<file path="src/rtl/dma_pkg.sv">
// Shared types and constants for the single-channel word-copy DMA engine.
package dma_pkg;

  typedef enum logic [1:0] {
    ST_IDLE = 2'd0,
    ST_RD   = 2'd1,
    ST_WR   = 2'd2,
    ST_DONE = 2'd3
  } dma_state_e;

  // Byte-address step between consecutive 16-bit words
  localparam int WORD_INC = 2;

  localparam logic [1:0] WE_READ  = 2'b00;
  localparam logic [1:0] WE_WRITE = 2'b11;

endpackage

</file>
<file path="src/rtl/dma_ptr.sv">
// Loadable word-aligned address pointer with modulo-2^AW +WORD_INC increment.
module dma_ptr
  import dma_pkg::*;
#(
  parameter int AW = 16
) (
  input  logic          clk,
  input  logic          rst_n,
  input  logic          load_i,
  input  logic [AW-1:0] load_val_i,
  input  logic          inc_i,
  output logic [AW-1:0] ptr_nxt_o
);

  logic [AW-1:0] ptr_q;
  logic [AW-1:0] ptr_d;

  // Bit 0 is forced low on load so the pointer is always word aligned
  always_comb begin
    ptr_d = ptr_q;
    if (load_i) begin
      ptr_d = load_val_i & ~AW'(1);
    end else if (inc_i) begin
      ptr_d = ptr_q + AW'(WORD_INC);
    end
  end

  always_ff @(posedge clk or negedge rst_n) begin
    if (!rst_n) begin
      ptr_q <= '0;
    end else begin
      ptr_q <= ptr_d;
    end
  end

  // Value the pointer holds after the coming edge; lets the owner register it
  assign ptr_nxt_o = ptr_d;

endmodule

</file>
<file path="src/rtl/dma_engine.sv">
// Word-by-word memory copy engine: read a source word, write it to the destination,
// repeat for cfg_len words. Abort kills the transfer without advancing pointers.
//
//   state   | meaning
//   IDLE    | waiting for cfg_start
//   RD      | read request at src pointer, held until dma_ready
//   WR      | write request at dst pointer, held until dma_ready
//   DONE    | one-cycle completion pulse, then IDLE
module dma_engine
  import dma_pkg::*;
#(
  parameter int AW = 16,
  parameter int LW = 16
) (
  input  logic          clk,
  input  logic          reset_n,
  input  logic [AW-1:0] cfg_src,
  input  logic [AW-1:0] cfg_dst,
  input  logic [LW-1:0] cfg_len,
  input  logic          cfg_start,
  input  logic          abort,
  output logic [AW-1:0] dma_addr,
  output logic          dma_en,
  output logic [1:0]    dma_we,
  output logic [15:0]   dma_dout,
  input  logic [15:0]   dma_din,
  input  logic          dma_ready,
  output logic          busy,
  output logic          done,
  output logic          err,
  output logic [LW-1:0] remaining
);

  dma_state_e    state_q;
  logic [AW-1:0] addr_q;
  logic          en_q;
  logic [1:0]    we_q;
  logic [15:0]   data_q;
  logic          busy_q;
  logic          done_q;
  logic          err_q;
  logic [LW-1:0] rem_q;

  logic          launch;
  logic          beat_wr;
  logic          active;
  logic [AW-1:0] src_nxt;
  logic [AW-1:0] dst_nxt;

  assign launch  = (state_q == ST_IDLE) && cfg_start && (cfg_len != '0);
  assign active  = (state_q == ST_RD) || (state_q == ST_WR);
  assign beat_wr = (state_q == ST_WR) && dma_ready && !abort;

  dma_ptr #(.AW(AW)) u_src_ptr (
    .clk        (clk),
    .rst_n      (reset_n),
    .load_i     (launch),
    .load_val_i (cfg_src),
    .inc_i      (beat_wr),
    .ptr_nxt_o  (src_nxt)
  );

  dma_ptr #(.AW(AW)) u_dst_ptr (
    .clk        (clk),
    .rst_n      (reset_n),
    .load_i     (launch),
    .load_val_i (cfg_dst),
    .inc_i      (beat_wr),
    .ptr_nxt_o  (dst_nxt)
  );

  always_ff @(posedge clk or negedge reset_n) begin
    if (!reset_n) begin
      state_q <= ST_IDLE;
      addr_q  <= '0;
      en_q    <= 1'b0;
      we_q    <= WE_READ;
      data_q  <= '0;
      busy_q  <= 1'b0;
      done_q  <= 1'b0;
      err_q   <= 1'b0;
      rem_q   <= '0;
    end else begin
      done_q <= 1'b0;
      err_q  <= 1'b0;
      // Abort wins over a same-cycle dma_ready: no beat counted, pointers frozen
      if (active && abort) begin
        state_q <= ST_IDLE;
        err_q   <= 1'b1;
        busy_q  <= 1'b0;
        en_q    <= 1'b0;
        we_q    <= WE_READ;
        addr_q  <= '0;
      end else begin
        case (state_q)
          ST_IDLE: begin
            if (cfg_start) begin
              busy_q <= 1'b1;
              if (cfg_len != '0) begin
                state_q <= ST_RD;
                rem_q   <= cfg_len;
                en_q    <= 1'b1;
                we_q    <= WE_READ;
                addr_q  <= src_nxt;
              end else begin
                state_q <= ST_DONE;
                rem_q   <= '0;
                done_q  <= 1'b1;
              end
            end
          end
          ST_RD: begin
            if (dma_ready) begin
              state_q <= ST_WR;
              data_q  <= dma_din;
              we_q    <= WE_WRITE;
              addr_q  <= dst_nxt;
            end
          end
          ST_WR: begin
            if (dma_ready) begin
              rem_q <= rem_q - LW'(1);
              if (rem_q == LW'(1)) begin
                state_q <= ST_DONE;
                done_q  <= 1'b1;
                en_q    <= 1'b0;
                we_q    <= WE_READ;
                addr_q  <= '0;
              end else begin
                state_q <= ST_RD;
                we_q    <= WE_READ;
                addr_q  <= src_nxt;
              end
            end
          end
          ST_DONE: begin
            state_q <= ST_IDLE;
            busy_q  <= 1'b0;
          end
          default: begin
            state_q <= ST_IDLE;
            busy_q  <= 1'b0;
            en_q    <= 1'b0;
            we_q    <= WE_READ;
            addr_q  <= '0;
          end
        endcase
      end
    end
  end

  assign dma_addr  = addr_q;
  assign dma_en    = en_q;
  assign dma_we    = we_q;
  assign dma_dout  = (state_q == ST_WR) ? data_q : 16'h0000;
  assign busy      = busy_q;
  assign done      = done_q;
  assign err       = err_q;
  assign remaining = rem_q;

endmodule

</file>
<file path="config.mk">
export PLATFORM = sky130hd
export DESIGN_NAME = dma_engine
export DESIGN_NICKNAME = d
export VERILOG_FILES = /design/src/rtl/dma_pkg.sv /design/src/rtl/dma_ptr.sv /design/src/rtl/dma_engine.sv
export SDC_FILE = /design/constraint.sdc
export NUM_CORES = 1
export LEC_CHECK = 0
export ABC_AREA = 1
export CAP_MARGIN = 20
export CORE_AREA = 3 3 129 100
export CTS_CLUSTER_SIZE = 24
export DETAILED_ROUTE_END_ITERATION = 12
export DIE_AREA = 0 0 132 103
export PLACE_DENSITY = 0.76
export SLEW_MARGIN = 40
export SYNTH_ARGS = -nofsm -noshare
export SYNTH_HDL_FRONTEND = slang
export SYNTH_SLANG_ARGS = --single-unit
</file>
<file path="constraint.sdc">
create_clock -name clk -period 1.8 [get_ports clk]
set_input_delay 0.36 -clock clk [delete_from_list [all_inputs] [get_ports clk]]
set_output_delay 0.36 -clock clk [all_outputs]
set_load 0.05 [all_outputs]
</file>
==> impl_metrics.ini, run 1 <==
[synthesis]
synth-edff-count = 0
yosysWarnings = 0
synthXorXnorAreaFrac = 0.01638
ys_types = 37
synth_nets = 823
netlist_top_cells_count = nand2_1, inv_1, dfrtp_1
synth_top_area_cell = dfrtp_1
synthTopCellsByArea = dfrtp_1, nand2_1, inv_1
synth.top_cell.area_share = 0.4072
synth_ff_type = dfrtp_1
synth_compound_area_frac = 0.08144
netlist_instances = 745
synth_mux_area_frac = 0.03370
ys_seq_area_frac = 0.4072
syn_area_per_cell_sq_um = 7.176
synth_area_sq_um = 5346
yosys.area_share.simple = 0.3393
yosysMostFrequentCell = nand2_1
synth-seq-cells = 87
synth_fa_ha_area_frac = 0.02106
synth_top_family_by_area = simple AND/OR/NAND/NOR gates
synthArstFlopShare = 1.000

[route]
post-route-drc-count = 0
avgViaCountPerCell = 5.092
vias = 5734
first_iter_violations = 441
ant_nets = 0
routed_wl_um = 16890
route.detailed.wl_per_inst_um = 15.00
drt_pre_antenna_iters = 7

[setup_path]
crit_arrival_ns = 1.58
endpoint_kind = output port
cp_max_fo = 5
critPathKind = register to output port
cp.required_ns = 1.44
worst_setup_path_start_kind = register

[sta]
hold_viol_final = 0
fin_setup_tns_ns = -3.046
max_freq_mhz = 515.0
rsz0062_at_grt = yes
setup_viol = 47
max_slew_margin = 0.6596
worstMarginPinSlew_ns = 0.5106
clock_skew_ns = 0.007931
finalCritPeriodShare = 1.079
slew_viol_final = 0
setup_ws_ns = -0.1417
min_period_ns = 1.942

[cts]
cts-root-buf = clkbuf_16
htree_levels = 3
clockBufferDepth = 2
clk_pin_slew_worst_paths_ns = 0.07
numCtsBuffers = 9
clock_sinks = 87
clk_latency_ns = 0.35
cts_tree = done

[power]
combPwrFrac = 0.640
pwr-share-clk = 0.123
power_mw = 15.60
power_frac_seq = 0.237
p_leak_nw = 4.097
p_switching_mw = 7.591
ir_drop_v = 0.001084
power.internal_mw = 8.008
p_per_area_nw_per_um2 = 1864
switching_share = 0.4866

[floorplan]
core_area_sq_um = 11610
die_h_um = 103
fp.dieW_um = 132
std_cell_rows = 34
dieArea_sq_um = 13600
pin_count = 123
initial_core_util = 0.4604

[placement]
dp_hpwl_um = 11470
gp_congestion = 0.9247
port_buffers = 120

[cells_and_area]
antennaDiodeCount = 0
nFillCells = 844
multi_input_area_sq_um = 2965
utilization = 0.7204
synthToLayoutAreaGrowth_pct = 56.49
num-nets-final = 1037
layout-drive-gt1-share = 0.3060
register_area_sq_um = 2181

[hold_path]
hp-class = input pin to asynchronous set/reset pin

[grt]
antenna_found_initial = 0
grt_overflow_total = 0
grt_pass1_wl_um = 25180
grt_max_degree = 88
grt_pass1_vias = 5141
grt_usage = 0.2309

[run_status]
violations = negative setup slack
status = finished with violations

[run]
cap_violations = 0
[sequential cells by signal, indices dropped and copies added, names as in the netlist]
| register | count |
|---|---|
| dma_we | 1 |
| u_src_ptr.ptr_q | 16 |
| data_q | 16 |
| state_q | 2 |
| err | 1 |
| busy | 1 |
| dma_en | 1 |
| remaining | 16 |
| dma_addr | 16 |
| done | 1 |
| u_dst_ptr.ptr_q | 16 |
[routing by layer]
layer	track usage	vias up	part of all wire
li1	-	2783	-
met1	0.3161	2685	0.45
met2	0.3712	236	0.45
met3	0.05220	30	0.075
met4	0.06941	0	0.021
met5	0	-	0
[final timing paths]
check | startpoint | cells after the start | slack (ns) | to
worst min register to register | u_src_ptr.ptr_q[0] | 2 | 0.48 | u_src_ptr.ptr_q[0]
worst max-delay path | state_q[1] | 6 | -0.14 | dma_dout[1]
max in group asynchronous | reset_n | 2 | 1.33 | state_q[1]
worst max register to register | state_q[0] | 13 | -0.13 | dma_addr[2]
worst min-delay path | reset_n | 2 | 0.006 | remaining[6]
min in group clk | u_src_ptr.ptr_q[0] | 2 | 0.48 | u_src_ptr.ptr_q[0]
[area by class of cell]
type | instances | share of cell area
Sequential cell | 87 | 0.2607
Timing Repair Buffer | 224 | 0.2662
Clock buffer | 9 | 0.02692
Tap cell | 162 | 0.02423
Multi-Input combinational cell | 525 | 0.3544
Inverter | 112 | 0.05832
Clock inverter | 7 | 0.009272
[power by group through the flow]
stage	registers, mW	logic (mW)	clock network (mW)
after floorplan	4.83	4.31	0
after global placement	3.62	8.50	0
after detailed placement	3.64	8.64	0
after CTS	3.65	8.91	1.95
after global routing	3.80	10.8	2.02
final	3.69	9.99	1.92
[stage by stage]
| step | instance area (sq um) | cells | setup slack, ns | hold WS [ns] |
|---|---|---|---|---|
| detailed placement | 7470 | 1088 | -0.4430 | 0.4349 |
| finish | 8367 | 1126 | -0.1417 | 0.006052 |
| global placement | 7470 | 1088 | -0.4061 | 0.4342 |
| CTS | 7888 | 1106 | -0.1154 | 0.06734 |
| global route | 8367 | 1126 | -0.2356 | 0.06880 |
| floorplan | 5465 | 745 | -0.01452 | 0.06441 |
[critical path, cell delays in order (launching register included)]
cell	delay (ns)
dfrtp_2	0.44
ha_4	0.21
buf_6	0.14
buf_8	0.14
nand2_4	0.06
clkinvlp_4	0.09
buf_12	0.15
[kinds of logic (layout without fill, tap and decap cells)]
logic type | count (synthesis) | count (layout)
compound gates | 75 | 75
simple gates | 414 | 415
flops | 87 | 87
xor+xnor | 10 | 10
fa+ha+maj | 9 | 9
mux | 16 | 16
buf+inv | 134 | 352
[what timing repair did]
item / 4_1_cts / 5_1_grt
resized for setup: 26 / 87
hold buffers: 0 / 0
setup buffers: 1 / 17
endpoints found under the hold margin: 0 / 0
setup endpoints to repair: 61 / 88
cloned: 1 / 3
pin swaps: 2 / 22
[cell usage in the layout, fill, tap and decap left out, drive strengths merged]
cell           instances
ha                     9
buf                  157
dfrtp                 87
nand2                235
nand3b                 1
clkinv                 3
nor4                   1
a22oi                  1
a31oi                  1
nand4                 17
nor3                   8
xnor2                  1
or2                    4
nand3                 60
dlymetal6s2s           1
o21ai                 34
and2                  23
o31ai                  2
a211oi                 2
a22o                   1
clkdlybuf4s50         64
mux2                  16
bufinv                 1
clkinvlp              17
o21bai                 4
inv                   98
a21oi                 14
nor2                  66
o211ai                 3
xor2                   9
o21a                   7
clkbuf                11
o22ai                  6
(Power assumes the default switching activity.)
==> run 2, diff against run 1 <==
- MAX_ROUTING_LAYER: unset -> met4
==> run 2 against run 1 <==
  * Clock skew is 0.0014 ns higher
  * Die area did not move
  * Sequential share of layout area rose by 0.34 points
  * Critical path depth is 4 higher
  * Via count decreased by 0.33%
  * Worst hold slack gained 0.036 ns
  * Global-route usage up 1.9 points
  * Non-clock buffer count unchanged
  * Cell area shrank 1.4%
  * Final cell count about the same
  * The run still ends with negative setup slack left
==> impl_metrics.ini, run 2 (synthesis gave the netlist of run 1 again) <==
[sta]
rsz0062_at_grt = yes
min_period_ns = 1.946
finalCritPeriodShare = 1.081
slew_viol_final = 0
worstMarginPinSlew_ns = 0.4703
max_freq_mhz = 513.9
hold_viol_final = 0
setup_viol = 41
fin_setup_tns_ns = -3.741
setup_ws_ns = -0.1459
clock_skew_ns = 0.009306
holdWs_ns = 0.04252
max_slew_margin = 0.6841

[cts]
clk_latency_ns = 0.35
numCtsBuffers = 9
postCtsHoldBufs = 0
cts-root-buf = clkbuf_16
clk_pin_slew_worst_paths_ns = 0.06
clock_sinks = 87
cts_tree = done
clockBufferDepth = 2
htree_levels = 3

[setup_path]
cp_max_fo = 8
crit_chain = ha_4 > buf_4 > nand2_2 > nand2_4 > a21oi_4 > or2_4 > nand3b_4 > nor2_4 > nand2_1 > nand2_1
timing.rr.start = state_q[1]
r2r_setup_slack_ns = -0.15
cp_num_buf_inv = 1
cpMaxStageDelayCell = dfrtp_1
crit_arrival_ns = 2.23
worstReg2RegEnd = dma_addr[3]
cp.required_ns = 2.08
worst_setup_path_start_kind = register
max_stage_delay_ns = 0.43
reg2reg_depth = 10
crit_path_frequent_cell = nand2_1
endpoint_kind = register
cp_top_family = simple AND/OR/NAND/NOR gates
critPathKind = register to register

[floorplan]
initial_core_util = 0.4604
die_h_um = 103
core_area_sq_um = 11610
fp.dieW_um = 132
dieArea_sq_um = 13600
std_cell_rows = 34
pin_count = 123

[route]
post-route-drc-count = 0
ant_nets = 0
first_iter_violations = 575
route.detailed.wl_per_inst_um = 15.10
avgViaCountPerCell = 5.080
routed_wl_um = 16990
drt_pre_antenna_iters = 6
vias = 5715

[placement]
gp_congestion = 0.9362
port_buffers = 120
dp.cells = 1089
place_area_sq_um = 7477
pre_cts_slack_ns = -0.4920
dp_hpwl_um = 11670

[grt]
grt_pass1_wl_um = 26320
antenna_found_initial = 0
grt_pass1_vias = 5308
grt_max_degree = 88
grt_overflow_total = 0
grt_usage = 0.2495

[cells_and_area]
stdcell_area_sq_um = 8253
layout_common_cells = nand2_1, buf_4, inv_1
num-nets-final = 1037
instances_no_fill = 1125
layout_commonest_cell = nand2_1
synthToLayoutAreaGrowth_pct = 54.36
nFillCells = 904
layout-drive-gt1-share = 0.2960
utilization = 0.7106
antennaDiodeCount = 0

[power]
p_leak_nw = 4.052
p_per_area_nw_per_um2 = 1854
power_mw = 15.30
ir_drop_v = 0.001149

[hold_path]
hp-class = input pin to asynchronous set/reset pin

[run_status]
violations = negative setup slack
status = finished with violations

[run]
cap_violations = 0
## run 2: changes by cell type in the layout (fill, tap and decap cells not counted), moves of 3 or more
cell / change
o21ai_1: -7
inv_6: -3
buf_4: +6
o21ai_2: -3
buf_6: -3
o21ai_0: +10
nand2_2: +3
## run 2: what timing repair did
| action | in CTS | in global routing |
|---|---|---|
| setup endpoints to repair | 60 | 87 |
| pin swaps | 15 | 21 |
| setup buffers | 7 | 13 |
| gates cloned | 1 | 1 |
| resized for setup | 39 | 48 |
## run 2: worst max-delay path by stage
stage	from	to	slack, ns	cells after the start
after floorplan	state_q[0]	dma_dout[10]	-0.01	8
after global placement	cfg_len[2]	dma_addr[4]	-0.44	13
after detailed placement	cfg_len[2]	dma_addr[4]	-0.49	13
after CTS	state_q[0]	dma_dout[0]	-0.1	6
after global routing	state_q[1]	remaining[12]	-0.27	11
final	state_q[1]	dma_addr[3]	-0.15	10
## run 2: routing by layer
layer | vias up | wire length, um | share of wire | global-route usage
li1 | 2771 | - | - | -
met1 | 2661 | 7648 | 0.45 | 0.3391
met2 | 247 | 7674 | 0.45 | 0.3802
met3 | 36 | 1265 | 0.074 | 0.04488
met4 | 0 | 397 | 0.023 | 0.08475
met5 | - | 0 | 0 | -
## run 2: cell type report
class / count / area, sq um / share of cell area
multi-input combinational: 525 / 2910 / 0.3526
timing repair buffer: 224 / 2191 / 0.2655
sequential: 87 / 2180 / 0.2641
inverter: 112 / 480.5 / 0.05822
clock buffer: 10 / 229.0 / 0.02774
tap: 162 / 202.7 / 0.02456
clock inverter: 5 / 60.06 / 0.007277
## run 2: power by group
part	switching (mW)	total [mW]	internal [mW]
sequential	0.758	3.66	2.90
clock	0.821	1.89	1.07
combinational	5.89	9.75	3.85
total	7.47	15.3	7.83
